$ cat config.mk
export PLATFORM = sky130hd
export DESIGN_NAME = fetch_sequencer
export DESIGN_NICKNAME = d
export VERILOG_FILES = /design/src/rtl/fetch_pkg.sv /design/src/rtl/fetch_range_check.sv /design/src/rtl/fetch_sequencer.sv
export SDC_FILE = /design/constraint.sdc
export NUM_CORES = 1
export LEC_CHECK = 0
export CAP_MARGIN = 20
export CORE_MARGIN = 2
export CORE_UTILIZATION = 48
export CTS_BUF_LIST = sky130_fd_sc_hd__clkbuf_16
export DETAILED_ROUTE_END_ITERATION = 10
export GPL_ROUTABILITY_DRIVEN = 0
export PLACE_DENSITY = 0.81
export SYNTH_ARGS = -nofsm -noshare
export SYNTH_HDL_FRONTEND = slang
export SYNTH_SLANG_ARGS = --single-unit
$ cat constraint.sdc
create_clock -name clk -period 6.5 [get_ports clk]
set_clock_uncertainty 0.05 [all_clocks]
set_input_delay 0.65 -clock clk [delete_from_list [all_inputs] [get_ports clk]]
set_output_delay 0.65 -clock clk [all_outputs]
set_load 0.02 [all_outputs]
$ cat src/rtl/fetch_pkg.sv
// fetch_pkg: shared definitions for the instruction fetch path.
//   fetch_state_e : sequencer state (IDLE, RUN, DRAIN, FAULT)
//   INSTR_BYTES   : bytes per instruction word
//   ALIGN_MASK    : low address bits that must be zero for a word fetch
//   state_is_busy : true while the sequencer owns an active fetch stream
package fetch_pkg;

   typedef enum logic [1:0] {
      IDLE  = 2'd0,
      RUN   = 2'd1,
      DRAIN = 2'd2,
      FAULT = 2'd3
   } fetch_state_e;

   localparam int unsigned INSTR_BYTES = 32'd4;
   localparam logic [1:0]  ALIGN_MASK  = 2'b11;

   function automatic logic state_is_busy(input fetch_state_e st);
      return (st == RUN) || (st == DRAIN);
   endfunction

endpackage

$ cat src/rtl/fetch_range_check.sv
// fetch_range_check: combinational legality check for a word access.
//   addr         in  : byte address of the first byte of the word
//   mem_bytes    in  : size of the target memory in bytes
//   misaligned   out : addr is not a multiple of the word size
//   out_of_range out : last byte of the word (addr+3) lies beyond mem_bytes-1
module fetch_range_check
   import fetch_pkg::*;
#(
   parameter int ADDR_W = 32
) (
   input  logic [ADDR_W-1:0] addr,
   input  logic [ADDR_W-1:0] mem_bytes,
   output logic              misaligned,
   output logic              out_of_range
);

   // One extra bit so addr+3 near the top of the address space cannot wrap.
   logic [ADDR_W:0] last_byte_s;

   // Alignment and bounds evaluation; addr+3 > mem_bytes-1 is written as
   // addr+3 >= mem_bytes so mem_bytes==0 needs no special case.
   always_comb begin
      last_byte_s  = {1'b0, addr} + (ADDR_W+1)'(INSTR_BYTES - 32'd1);
      misaligned   = (addr[1:0] & ALIGN_MASK) != 2'b00;
      out_of_range = last_byte_s >= {1'b0, mem_bytes};
   end

endmodule

$ cat src/rtl/fetch_sequencer.sv
// fetch_sequencer: drives a synchronous-read (1-cycle latency) instruction
// memory and hands fetched words to decode over a valid/ready handshake.
//   clk, reset          : clock, synchronous active-high reset
//   start / halt_req    : begin fetching / stop issuing and drain to IDLE
//   redirect_valid/_pc  : taken branch target, squashes the in-flight word
//   mem_addr, mem_instr : memory address out, registered read data in
//   instr_valid/_ready  : decode handshake; instr, instr_pc carry the word
//   busy                : sequencer in RUN or DRAIN
//   fault, fault_addr   : sticky illegal-fetch flag and offending address
//   fetch_count         : number of accepted handshakes (wraps)
module fetch_sequencer
   import fetch_pkg::*;
#(
   parameter int              ADDR_W    = 32,
   parameter logic [ADDR_W-1:0] RESET_PC  = '0,
   parameter int              MEM_BYTES = 501
) (
   input  logic              clk,
   input  logic              reset,
   input  logic              start,
   input  logic              halt_req,
   input  logic              redirect_valid,
   input  logic [ADDR_W-1:0] redirect_pc,
   output logic [ADDR_W-1:0] mem_addr,
   input  logic [31:0]       mem_instr,
   output logic              instr_valid,
   input  logic              instr_ready,
   output logic [31:0]       instr,
   output logic [ADDR_W-1:0] instr_pc,
   output logic              busy,
   output logic              fault,
   output logic [ADDR_W-1:0] fault_addr,
   output logic [31:0]       fetch_count
);

   fetch_state_e      state_r, state_n;
   logic [ADDR_W-1:0] fetch_pc_r, fetch_pc_n;
   logic              inflight_valid_r, inflight_valid_n;
   logic [ADDR_W-1:0] inflight_pc_r, inflight_pc_n;
   logic              fault_r, fault_n;
   logic [ADDR_W-1:0] fault_addr_r, fault_addr_n;
   logic [31:0]       fetch_count_r;

   logic              stall_s;
   logic              accept_s;
   logic              do_issue_s;
   logic [ADDR_W-1:0] issue_addr_s;
   logic              misaligned_s;
   logic              out_of_range_s;

   // A redirect always issues its own target; otherwise the next sequential PC.
   assign issue_addr_s = redirect_valid ? redirect_pc : fetch_pc_r;

   fetch_range_check #(.ADDR_W(ADDR_W)) u_range (
      .addr        (issue_addr_s),
      .mem_bytes   (ADDR_W'(MEM_BYTES)),
      .misaligned  (misaligned_s),
      .out_of_range(out_of_range_s)
   );

   // State and PC registers.
   always_ff @(posedge clk) begin
      if (reset) begin
         state_r          <= IDLE;
         fetch_pc_r       <= RESET_PC;
         inflight_valid_r <= 1'b0;
         inflight_pc_r    <= '0;
         fault_r          <= 1'b0;
         fault_addr_r     <= '0;
      end else begin
         state_r          <= state_n;
         fetch_pc_r       <= fetch_pc_n;
         inflight_valid_r <= inflight_valid_n;
         inflight_pc_r    <= inflight_pc_n;
         fault_r          <= fault_n;
         fault_addr_r     <= fault_addr_n;
      end
   end

   // Accepted-handshake counter.
   always_ff @(posedge clk) begin
      if (reset) begin
         fetch_count_r <= 32'd0;
      end else if (accept_s) begin
         fetch_count_r <= fetch_count_r + 32'd1;
      end else begin
         fetch_count_r <= fetch_count_r;
      end
   end

   // Next-state logic: priority is redirect > halt_req > issue.
   always_comb begin
      state_n          = state_r;
      fetch_pc_n       = fetch_pc_r;
      inflight_valid_n = inflight_valid_r;
      inflight_pc_n    = inflight_pc_r;
      fault_n          = fault_r;
      fault_addr_n     = fault_addr_r;
      do_issue_s       = 1'b0;
      case (state_r)
         IDLE: begin
            inflight_valid_n = 1'b0;
            // IDLE redirect only retargets; nothing is fetched so nothing is checked.
            if (redirect_valid) begin
               fetch_pc_n = redirect_pc;
            end else begin
               fetch_pc_n = fetch_pc_r;
            end
            if (start) begin
               state_n = RUN;
            end else begin
               state_n = IDLE;
            end
         end
         RUN, DRAIN: begin
            if (redirect_valid && halt_req) begin
               fetch_pc_n       = redirect_pc;
               inflight_valid_n = 1'b0;
               state_n          = IDLE;
            end else if (redirect_valid) begin
               do_issue_s = 1'b1;
            end else if (state_r == DRAIN) begin
               if (accept_s) begin
                  inflight_valid_n = 1'b0;
                  state_n          = IDLE;
               end else begin
                  state_n = DRAIN;
               end
            end else if (halt_req) begin
               if (stall_s) begin
                  state_n = DRAIN;
               end else begin
                  inflight_valid_n = 1'b0;
                  state_n          = IDLE;
               end
            end else if (stall_s) begin
               state_n = RUN;
            end else begin
               do_issue_s = 1'b1;
            end

            if (do_issue_s) begin
               if (misaligned_s || out_of_range_s) begin
                  fault_n          = 1'b1;
                  fault_addr_n     = issue_addr_s;
                  inflight_valid_n = 1'b0;
                  state_n          = FAULT;
               end else begin
                  inflight_valid_n = 1'b1;
                  inflight_pc_n    = issue_addr_s;
                  fetch_pc_n       = issue_addr_s + ADDR_W'(INSTR_BYTES);
                  state_n          = RUN;
               end
            end else begin
               inflight_pc_n = inflight_pc_r;
            end
         end
         FAULT: begin
            state_n = FAULT;
         end
         default: begin
            inflight_valid_n = 1'b0;
            state_n          = FAULT;
         end
      endcase
   end

   // Output and handshake decode.
   always_comb begin
      busy        = state_is_busy(state_r);
      instr_valid = inflight_valid_r & ~redirect_valid & busy;
      accept_s    = instr_valid & instr_ready;
      stall_s     = inflight_valid_r & ~instr_ready;
      // A redirect in RUN/DRAIN overrides the stall hold: the target is what
      // gets issued, so it must be what the memory reads. Outside RUN/DRAIN
      // nothing is in flight, so stall cannot be set there.
      if (redirect_valid) begin
         mem_addr = redirect_pc;
      end else if (stall_s) begin
         mem_addr = inflight_pc_r;
      end else begin
         mem_addr = fetch_pc_r;
      end
   end

   assign instr       = mem_instr;
   assign instr_pc    = inflight_pc_r;
   assign fault       = fault_r;
   assign fault_addr  = fault_addr_r;
   assign fetch_count = fetch_count_r;

endmodule

Word level (Yosys, flattened, before mapping) --
Cells that the tools add are included.
Storage, ports and cells: register bits after elaboration 132, bits in latches 0, RAM bits 0, bits in read-only memories 0, output and inout port bits 163, logic and storage cells 70, memories 0
Cells by class: add/sub/neg operators 3, multipliers 0, div/mod/pow operators 0, order comparisons 1, equal/unequal tests 8, shift operators 0, mux-type cells 33, bitwise logic cells 7, reductions and logical operators 11
Operator list (count):
- 32-bit 2-to-1 mux | 6
- 32-bit one-hot mux with 2 select lines | 1
- 32-bit by 2-bit adder with 33-bit output (second input constant) | 1
- 33-bit by 9-bit greater-or-equal comparator with 1-bit output (second input constant) | 1
- 32-bit by 1-bit adder with 32-bit output (second input constant) | 1
- 32-bit by 3-bit adder with 32-bit output (second input constant) | 1
- 2-bit 2-to-1 mux | 9
- 1-bit 2-to-1 mux | 15
- 5-bit != test (second input constant) | 3
- 6-bit != test (second input constant) | 1
- 2-bit one-hot mux with 3 select lines | 1
- 3-bit AND reduction | 2
- 5-bit AND reduction | 1
- 1-bit AND | 4
- 2-bit equality test (second input constant) | 2
- 4-bit != test (second input constant) | 1
- 2-bit nonzero test | 2
- 1-bit inverter | 3
- 2-bit by 1-bit equality test with 1-bit output (second input constant) | 1
- 2-bit zero test | 1
- 1-bit logical OR | 2
- 1-bit one-hot mux with 2 select lines | 1
- 2-bit AND reduction | 1
- 2-bit OR reduction | 1
- 1-bit logical AND | 1

Longest topological paths before layout --
Gate-level depths: netlist of run 1.
word-level depth 10, mapped depth 21

By module --
Synthesis of run 1 repeated with hierarchy kept, for this count alone.
Second synthesis, totals: cell total of the unflattened synthesis 1246, area total of the unflattened synthesis 9477.8 µm²
Modules (own cells, without submodules):
- fetch_sequencer | times used 1, cells each 1042, area each 8069.0 µm², seq. area each 2642.5 µm²
- fetch_range_check | times used 1, cells each 204, area each 1408.9 µm², seq. area each 0.0 µm²

Worst setup path before layout of run 1 --
Ideal clock, no wire load.
path kind input to register, start point in redirect_valid, end point reg inflight_pc_r[5], in the netlist instr_pc[5], arrival time 4872 ps, data required time 6318 ps, path slack 1446 ps, stages 21, buffers on the path 9, path through buf_4 -> buf_6 -> buf_2 -> buf_2 -> buf_2 -> buf_2 -> mux2_2 -> inv_1 -> ha_1 -> nand2b_1 -> a211oi_1 -> nand4b_1 -> nor2_1 -> mux2_1 -> or4_1 -> clkbuf_1 -> or3_1 -> clkbuf_1 -> buf_2 -> o21ai_1 -> a21oi_1
On the way: cells in the longest elaborated chain, start to end 6
Ends and longest elaborated chain:
- start: declaration | RTL line fetch_sequencer.sv:22 | input logic redirect_valid,
- 32-bit 2-to-1 mux
- 32-bit by 2-bit adder with 33-bit output | RTL line fetch_range_check.sv:23 | last_byte_s = {1'b0, addr} + (ADDR_W+1)'(INSTR_BYTES - 32'd1);
- 33-bit by 9-bit greater-or-equal comparator with 1-bit output | RTL line fetch_range_check.sv:25 | out_of_range = last_byte_s >= {1'b0, mem_bytes};
- 1-bit logical OR | RTL line fetch_sequencer.sv:143 | if (misaligned_s || out_of_range_s) begin
- 1-bit inverter (no source line)
- 3-bit AND reduction (no source line)
- end signal: assignment | RTL line fetch_sequencer.sv:74 | inflight_pc_r <= inflight_pc_n;
- end: declaration | RTL line fetch_sequencer.sv:39 | logic [ADDR_W-1:0] inflight_pc_r, inflight_pc_n;
Parallel ways exist; a longest one is shown, timed or not. The select of a mux whose other input is x is not followed. A chain may end at the register's enable or synchronous reset.

Worst setup path after layout of run 1 --
start point in redirect_pc[3], end point reg fetch_pc_r[4]
On the way: cells in the longest elaborated chain, start to end 7
Ends and longest elaborated chain:
- start: declaration | RTL line fetch_sequencer.sv:23 | input logic [ADDR_W-1:0] redirect_pc,
- 32-bit 2-to-1 mux (*)
- net issue_addr_s[3] | RTL line fetch_sequencer.sv:47 | logic [ADDR_W-1:0] issue_addr_s;
- 32-bit by 2-bit adder with 33-bit output | RTL line fetch_range_check.sv:23
- 33-bit by 9-bit greater-or-equal comparator with 1-bit output | RTL line fetch_range_check.sv:25
- 1-bit logical OR | RTL line fetch_sequencer.sv:143
- 32-bit 2-to-1 mux (*) | RTL line fetch_sequencer.sv:143
- 32-bit 2-to-1 mux (*) | RTL line fetch_sequencer.sv:142 | if (do_issue_s) begin
- 32-bit one-hot mux with 2 select lines (*) | RTL line fetch_sequencer.sv:100 | case (state_r)
- end signal: assignment | RTL line fetch_sequencer.sv:72 | fetch_pc_r <= fetch_pc_n;
- end: declaration | RTL line fetch_sequencer.sv:37 | logic [ADDR_W-1:0] fetch_pc_r, fetch_pc_n;
The timed path passes the listed nets; every way through them passes the cells marked *.

==> out/results.ini, run 1 <==
[run_status]
status=finished clean

[worst_setup_path]
cp.arrival_ps=5430
path_class=in2reg
start_kind=input port
path_cells=clkdlybuf4s50_1 -> mux2i_1 -> inv_1 -> ha_1 -> inv_1 -> a211o_1 -> or4b_4 -> or4b_1 -> xor2_1 -> or4_1 -> nor4_4 -> nor4_1 -> or3_1
critical-path-max-stage-delay_ps=780
critPathRequiredTime_ps=6750
critPathMaxFanout=15
crit_path_end_kind=register
cp_common_cell=inv_1
slowest_stage=nor4_4
rr_worst_depth=12

[finish]
final_cell_mix=clkdlybuf4s50_1, dfxtp_1, nand2_1
layout_commonest_cell=clkdlybuf4s50_1
fin_nets=1096
postLayoutCoreUtil=0.630
area_growth_pct=27.2
drive_gt1_frac=0.0487
antenna_cells=0

[sta]
min_period_ps=5180
rsz0062_at_grt=false
setup_viol=0
fin_tns_setup_ps=0
timing.final.crit_share=0.797
slew_headroom=0.307
tightest_slew_ps=1040
hold_violations=0
max_freq_mhz=193
drv_slew=0

[routing]
vias=7317
drt_wl_total_mm=22.6
post_drt_wl_per_cell_um=18.2
route.antenna.remaining_nets=0
drc_errors=0
via_per_inst=5.91
first_pass_iters=7
drt_iter0_markers=839

[global_route]
antenna_found_initial=0
grt_use_total=0.266
grt_overflow=0
grt_pass1_vias=6679
grt_max_degree=82
grt_pass1_wl_mm=35.3

[floorplan]
initial_core_util=0.495
num_rows=45
fp.dieH_um=130
die_area_um2=16800
ios=233
die_x_um=130
coreArea_um2=15300

[cts]
cts_made_buffers=17
holdBufCountCts=0
clk_latency_ps=420
htree_levels=4
ctsResizeCount=0
clkTransAtPathRegs_ps=50
cts-root-buf=clkbuf_16
clock_path_buffers=2
cts_tree=done
cts_sinks=132
post_cts_buffers=0

[yosys]
synthCells=910
syn_area_per_cell_um2=8.33
synth_seq_cells=132
yosys_warnings=0
synth_ff_type=dfxtp_1
syn_nets=989
synth-edff-count=0
netlist_area_um2=7580
synth_cell_types=67
synth-async-reset-ratio=0
ys_seq_area_frac=0.349

[power_and_ir_drop]
power_density_nw_per_um2=215
irDropWorstVdd_mv=0.200
cellLeakagePower_nw=3.75

[worst_hold_path]
hold_class=reg2reg
min_path_cells=1

[placed_design]
dp_hpwl_mm=16.1
port_buffers=168

[flow_run]
drv_cap=0

[metrics by stage]
stage | cells | hold slack, ps | cell area, µm² | worst slack [ps] | total power, mW
3_3_place_gp | 1208 | 400 | 9090 | 967 | 1.21
4_1_cts | 1237 | 429 | 9620 | 1320 | 2.08
6_report | 1238 | 431 | 9640 | 1320 | 2.08
2_1_floorplan | 910 | 409 | 7580 | 1450 | 1.10
5_1_grt | 1238 | 443 | 9640 | 1160 | 2.16
3_5_place_dp | 1208 | 417 | 9090 | 924 | 1.21
[synthesized netlist by cell type, types with 3 or more instances]
| master | instances | share of area |
|---|---|---|
| a21boi_0 | 10 | 0.0099 |
| o211ai_1 | 3 | 0.0030 |
| o32ai_1 | 3 | 0.0035 |
| and4_1 | 9 | 0.010 |
| or4_1 | 5 | 0.0050 |
| o211a_1 | 3 | 0.0040 |
| a21boi_1 | 3 | 0.0030 |
| a21oi_1 | 54 | 0.036 |
| nand2_1 | 79 | 0.039 |
| ha_1 | 9 | 0.015 |
| nand4_1 | 13 | 0.011 |
| nand3b_1 | 8 | 0.0079 |
| buf_2 | 14 | 0.0092 |
| nand4b_1 | 6 | 0.0069 |
| nor4_1 | 4 | 0.0033 |
| mux2i_1 | 59 | 0.078 |
| dfxtp_1 | 132 | 0.35 |
| and3_1 | 14 | 0.012 |
| xnor2_1 | 15 | 0.017 |
| buf_4 | 35 | 0.035 |
| nand3_1 | 41 | 0.027 |
| mux2_1 | 3 | 0.0045 |
| nand2b_1 | 8 | 0.0066 |
| and2_1 | 23 | 0.019 |
| inv_1 | 18 | 0.0089 |
| a22o_1 | 24 | 0.028 |
| a211oi_1 | 30 | 0.030 |
| o22ai_1 | 3 | 0.0025 |
| a311oi_1 | 4 | 0.0046 |
| nor2_1 | 72 | 0.036 |
| o21a_1 | 4 | 0.0040 |
| clkbuf_1 | 37 | 0.018 |
| a31oi_1 | 3 | 0.0025 |
| nor3_1 | 15 | 0.0099 |
| a21o_1 | 3 | 0.0030 |
| or3_1 | 13 | 0.011 |
| mux2_2 | 5 | 0.0074 |
| o31ai_1 | 5 | 0.0050 |
| o21ai_0 | 57 | 0.038 |
| xor2_1 | 23 | 0.027 |
| a22oi_1 | 5 | 0.0050 |
[worst paths after layout]
kind                              startpoint                         end  slack (ps)
hold reg to reg           fault$_SDFFE_PP0P_          fault$_SDFFE_PP0P_         430
setup reg to reg  fetch_pc_r[3]$_SDFFE_PP0P_  fetch_pc_r[4]$_SDFFE_PP0P_        1710
hold / removal            fault$_SDFFE_PP0P_          fault$_SDFFE_PP0P_         430
setup / recovery              redirect_pc[3]  fetch_pc_r[4]$_SDFFE_PP0P_        1320
[cells by family after synthesis]
family	synth area share
DFF	0.349
AOI/OAI and AO/OA	0.200
xor gates and xnor gates	0.0439
buffers and inverters	0.0761
and+or+nand+nor	0.225
muxes	0.0916
adders and majority gates	0.0149
[critical path: cells and delay by family]
family,cells,cell delay (ps)
buffers and inverters,3,890
xor gates and xnor gates,1,150
adders and majority gates,1,240
and+or+nand+nor,6,3050
AOI/OAI and AO/OA,1,280
muxes,1,160
[power breakdown]
part / switching [mW] / internal [mW]
registers: 0.0271 / 0.836
clock network: 0.331 / 0.544
logic: 0.198 / 0.139
[area by class of cell]
class                   instances  area, µm²
multi-input cells             668       4370
repair buffers                177       1760
clock buffers                  17        425
flip-flops and latches        132       2640
inverters                      21       78.8
clock inverters                12        100
well taps                     211        264
fillers                      1331       5670
[sequential cells by signal, summed over array words and instances, names as in the netlist]
register and flops:
fetch_count 32, instr_pc 32, inflight_valid_r 1, fault_addr 32, fault 1, fetch_pc_r 32
state_r 2
[layer usage]
metal,share of wire,wire [µm],global-route usage
met5,0,0,0
met4,0.019,427,0.0841
met3,0.087,1970,0.0760
met2,0.44,10000,0.389
met1,0.45,10200,0.377
Note: power is estimated with default switching activity, not from simulation.
==> run 2, diff against run 1 <==
- CORE_UTILIZATION: 48 -> 43
- PLACE_DENSITY: 0.81 -> 0.76
- clock period: 6.5 -> 4.4 ns (I/O delays scaled with it)
==> run 2 against run 1 <==
  * Worst setup slack lost 1100 ps
  * Die area grew 11%
  * Combinational power grew 65%
  * Power grew 58%
  * Wire length grew 2.4%
  * First-iteration DRC count shrank 11%
  * Global-route usage shrank 1.9 points
  * Register-to-register slack lost 1400 ps
  * Count of clock-buffer cells in the layout is the same
  * Largest cell class unchanged
==> out/results.ini, run 2 (synthesized netlist as in run 1, its figures left out) <==
[finish]
fin_cells=1313  ; +6.1%
area_growth_pct=35.8
layout_commonest_cell=clkdlybuf4s50_1
drive_gt1_frac=0.124  ; +0.0754
design_area_um2=10300  ; +6.7%
fin_nets=1154  ; +5.3%
antenna_cells=0  ; unchanged
final_cell_mix=clkdlybuf4s50_1, dfxtp_1, nand2_1

[cts]
clock_path_buffers=2  ; unchanged
cts_tree=done
clkTransAtPathRegs_ps=60  ; about the same
htree_levels=4  ; unchanged
holdBufCountCts=0  ; unchanged
cts-root-buf=clkbuf_16
ctsResizeCount=0  ; unchanged
post_cts_buffers=0  ; unchanged
cts_sinks=132  ; unchanged
cts_made_buffers=17  ; unchanged
clk_latency_ps=420  ; about the same

[global_route]
grt_overflow=0  ; unchanged
grt_pass1_vias=6891  ; +3.2%
grt_use_total=0.247  ; -0.0191
antenna_found_initial=0  ; unchanged
grt_pass1_wl_mm=36.4  ; +3.2%
grt_max_degree=82  ; unchanged

[placed_design]
dp_hpwl_mm=17.1  ; +6.3%
dp_cells=1281  ; +6.0%
dpl_cell_area_um2=9690  ; +6.6%
dp_slack_ps=-145  ; -1070 ps
port_buffers=168  ; unchanged

[routing]
route.antenna.remaining_nets=0  ; unchanged
drt_iter0_markers=743  ; -11%
first_pass_iters=5  ; -2
drc_errors=0  ; unchanged
post_drt_wl_per_cell_um=17.6  ; -3.5%
vias=7534  ; +3.0%
drt_wl_total_mm=23.1  ; +2.4%
via_per_inst=5.74  ; -2.9%

[floorplan]
coreArea_um2=17300  ; +13%
die_area_um2=18700  ; +11%
initial_core_util=0.438  ; -0.0567
ios=233  ; unchanged
die_x_um=137  ; +5.5%
fp.dieH_um=137  ; +5.5%
num_rows=48  ; +6.7%

[sta]
slew_headroom=0.408  ; +0.101
max_freq_mhz=241
timing.final.crit_share=0.942
tightest_slew_ps=888  ; -150 ps
drv_slew=0  ; unchanged
rsz0062_at_grt=false
setup_slack_ps=254  ; -1070 ps
min_period_ps=4150
timing.hold.ws_ps=418  ; -12.7 ps
hold_violations=0  ; unchanged
setup_viol=0  ; unchanged

[run_status]
status=finished clean

[worst_setup_path]
critPathMaxFanout=10  ; -5
regToRegSetupSlack_ps=270  ; -1440 ps
path_class=in2reg
cp.arrival_ps=4400  ; -1030 ps
start_kind=input port
critPathRequiredTime_ps=4650  ; -2100 ps
crit_path_end_kind=register

[flow_run]
drv_cap=0  ; unchanged

[power_and_ir_drop]
power_density_nw_per_um2=319  ; +48%
power_frac_clock=0.444  ; +0.022
irDropWorstVdd_mv=0.260  ; +30%
pwr-share-comb=0.169  ; +0.007
power.switching_mw=0.912  ; +64%
power_switching_share=0.277  ; +0.00932
sequentialPowerShare=0.388  ; -0.028
p_int_mw=2.38  ; +56%
cellLeakagePower_nw=4.07  ; +8.6%

[worst_hold_path]
hold_class=reg2reg

## run 2: cell types whose count changed in the layout (fill, tap and decap cells not counted), moves of 3 or more
cell / previous run / this run
inv_1: 20 / 16
buf_4: 9 / 64
a21oi_1: 54 / 45
buf_12: 0 / 4
a21oi_2: 0 / 9
inv_2: 1 / 4
inv_6: 0 / 4
clkinvlp_4: 0 / 3
clkinv_4: 0 / 3
clkinv_1: 8 / 2
## run 2: path summary, 6_finish.rpt
path	start	end	cells past startpoint
worst min register to register	fault$_SDFFE_PP0P_	fault$_SDFFE_PP0P_	1
worst max register to register	fetch_pc_r[3]$_SDFFE_PP0P_	fetch_pc_r[4]$_SDFFE_PP0P_	14
worst max-delay path	redirect_pc[3]	fetch_pc_r[4]$_SDFFE_PP0P_	15
worst min-delay path	fault$_SDFFE_PP0P_	fault$_SDFFE_PP0P_	1
## run 2: power by group through the flow
stage	Combinational, mW	Clock (mW)	Sequential, mW
final	0.555	1.46	1.27
after global routing	0.597	1.54	1.28
after CTS	0.549	1.48	1.27
after detailed placement	0.547	0	1.30
after global placement	0.541	0	1.30
after floorplan	0.331	0	1.31
## run 2: cell type report
type                            instances  area [µm²]
Timing Repair Buffer                  235        2230
Multi-Input combinational cell        668        4460
Clock inverter                         15         181
Sequential cell                       132        2640
Inverter                               21        80.1
Fill cell                            1548        7000
Clock buffer                           17         425
Tap cell                              225         282
## run 2: worst max-delay path, stage by stage
cell and delay (ps):
clkdlybuf4s50_1 490, mux2i_2 90, inv_2 90, ha_4 140, inv_2 40, a211o_1 290
or4b_4 530, or4b_1 550, xor2_1 150, or4_1 560, buf_4 190, nor4_4 160
buf_4 230, nor4_1 70, or3_1 390
## run 2: metrics by stage
step / util / setup TNS, ps / total power [mW]
3_3_place_gp: 0.560 / -1100 / 1.84
4_1_cts: 0.595 / 0 / 3.30
3_5_place_dp: 0.560 / -4160 / 1.85
2_1_floorplan: - / -1100 / 1.64
5_1_grt: 0.595 / 0 / 3.41
6_report: 0.595 / 0 / 3.29
## run 2: layer usage
metal | wire length [µm] | global-route usage | vias up
li1 | - | - | 3618
met1 | 10300 | 0.363 | 3583
met2 | 10400 | 0.362 | 300
met3 | 2000 | 0.0481 | 33
met4 | 378 | 0.0762 | 0
met5 | 0 | 0 | -
==> run 3, diff against run 2 <==
- CORE_ASPECT_RATIO: default -> 1.4
==> run 3 against run 2 <==
  * Via count increased by 1.9%
  * Cell count rose by 0.76%
  * Sequential power is essentially flat
  * Global-route usage is 1.2 points higher
  * Sequential share of layout area up 0.094 points
  * Core utilization decreased by 0.33 points
  * Count of clock-buffer cells in the layout unchanged
  * Highest routed layer unchanged
  * Register-to-register slack better by 80 ps
  * First-iteration DRC count is 12% lower
  * Largest power group unchanged
  * Critical path type unchanged
  * Non-clock buffer count fell by 1
  * Power is 3.5% lower
==> out/results.ini, run 3 (synthesized netlist as in run 1, its figures left out) <==
[sta]
timing.final.crit_share=0.941  ; -0.00116
setup_viol=0  ; unchanged
slew_headroom=0.379  ; -0.0286
max_freq_mhz=241  ; +0.12%
hold_violations=0  ; unchanged
rsz0062_at_grt=false
drv_slew=0  ; unchanged
min_period_ps=4140  ; -5.09 ps
timing.hold.ws_ps=409  ; -9.57 ps
fin_tns_setup_ps=0  ; unchanged
setup_slack_ps=259  ; +5.09 ps
tightest_slew_ps=931  ; +43.0 ps

[worst_setup_path]
r2r-start=fetch_pc_r[2]$_SDFFE_PP0P_
critPathMaxFanout=6  ; -4
path_class=in2reg
crit_path_end_kind=register
crit_path_start=redirect_pc[3]
start_kind=input port
cp.arrival_ps=4430  ; +30 ps
critPathRequiredTime_ps=4690  ; +40 ps

[routing]
first_pass_iters=5  ; unchanged
post_drt_wl_per_cell_um=18.3  ; +4.1%
via_per_inst=5.80  ; +1.1%
drt_wl_total_mm=24.2  ; +4.9%
drc_errors=0  ; unchanged
vias=7675  ; +1.9%
drt_iter0_markers=657  ; -12%
route.antenna.remaining_nets=0  ; unchanged

[placed_design]
port_buffers=168  ; unchanged
dp_slack_ps=-149  ; -4.19 ps
dpl_cell_area_um2=9710  ; +0.19%
dp_cells=1291  ; +0.78%
dp_hpwl_mm=17.9  ; +4.6%

[finish]
layout_commonest_cell=clkdlybuf4s50_1
antenna_cells=0  ; unchanged
postLayoutCoreUtil=0.592  ; -0.00333
final_cell_mix=clkdlybuf4s50_1, dfxtp_1, nand2_1
design_area_um2=10300  ; -0.36%
drive_gt1_frac=0.119  ; -0.00541
fin_cells=1323  ; +0.76%
area_growth_pct=35.3
fin_nets=1153  ; -0.087%

[floorplan]
ios=233  ; unchanged
num_rows=57  ; +19%
die_area_um2=18700  ; about the same
initial_core_util=0.437  ; -0.000854
coreArea_um2=17300  ; +0.20%
fp.dieH_um=161  ; +18%
die_x_um=116  ; -15%

[cts]
cts_tree=done
cts-root-buf=clkbuf_16
clock_path_buffers=2  ; unchanged
post_cts_buffers=0  ; unchanged
htree_levels=4  ; unchanged
ctsResizeCount=0  ; unchanged
cts_made_buffers=17  ; unchanged
holdBufCountCts=0  ; unchanged
clkTransAtPathRegs_ps=50  ; about the same
cts_sinks=132  ; unchanged
clk_latency_ps=420  ; about the same

[power_and_ir_drop]
power_density_nw_per_um2=310  ; -3.1%
power_switching_share=0.276  ; -0.00133
finalPower_mw=3.18  ; -3.5%
p_int_mw=2.30  ; -3.3%
sequentialPowerShare=0.401  ; +0.013
power_frac_clock=0.422  ; -0.022
irDropWorstVdd_mv=0.217  ; -17%
cellLeakagePower_nw=4.06  ; -0.35%
power.switching_mw=0.876  ; -3.9%
pwr-share-comb=0.177  ; +0.008

[worst_hold_path]
hold_class=reg2reg
hold_start=fault$_SDFFE_PP0P_

[global_route]
antenna_found_initial=0  ; unchanged
grt_pass1_vias=7422  ; +7.7%
grt_overflow=0  ; unchanged
grt_use_total=0.259  ; +0.0119
grt_pass1_wl_mm=38.0  ; +4.2%
grt_max_degree=82  ; unchanged

[run_status]
status=finished clean

[flow_run]
drv_cap=0  ; unchanged

run 3: metal layers:
metal  global-route usage  part of all wire
met1                0.277              0.36
met2                0.453              0.51
met5                    0                 0
met3               0.0533             0.067
met4                0.163             0.060
run 3: worst paths after layout:
check        slack [ps]  cells past startpoint                          to
max reg2reg         350                     15  fetch_pc_r[0]$_SDFFE_PP0P_
max                 260                     16  fetch_pc_r[0]$_SDFFE_PP0P_
min                 410                      1          fault$_SDFFE_PP0P_
min reg2reg         410                      1          fault$_SDFFE_PP0P_
run 3: power by group through the flow:
| stage | combinational, mW | clock (mW) | sequential [mW] |
|---|---|---|---|
| 5_1_grt | 0.600 | 1.40 | 1.28 |
| 3_3_place_gp | 0.548 | 0 | 1.30 |
| 6_report | 0.562 | 1.34 | 1.27 |
| 3_5_place_dp | 0.555 | 0 | 1.30 |
| 4_1_cts | 0.558 | 1.36 | 1.27 |
| 2_1_floorplan | 0.331 | 0 | 1.31 |
run 3: critical path, stage by stage:
cell	delay, ps
clkdlybuf4s50_1	510
mux2i_2	100
inv_2	90
ha_4	140
inv_2	30
a211o_1	290
or4b_4	520
or4b_1	560
xor2_1	160
or4_1	540
buf_4	190
nor4_4	160
buf_4	170
buf_4	140
o211a_1	210
mux2i_1	200
run 3: cell type report:
| type | count | area [µm²] |
|---|---|---|
| Tap cell | 236 | 295 |
| Clock inverter | 15 | 125 |
| Sequential cell | 132 | 2640 |
| Multi-Input combinational cell | 668 | 4460 |
| Fill cell | 1553 | 7070 |
| Clock buffer | 17 | 425 |
| Timing Repair Buffer | 234 | 2230 |
| Inverter | 21 | 80.1 |
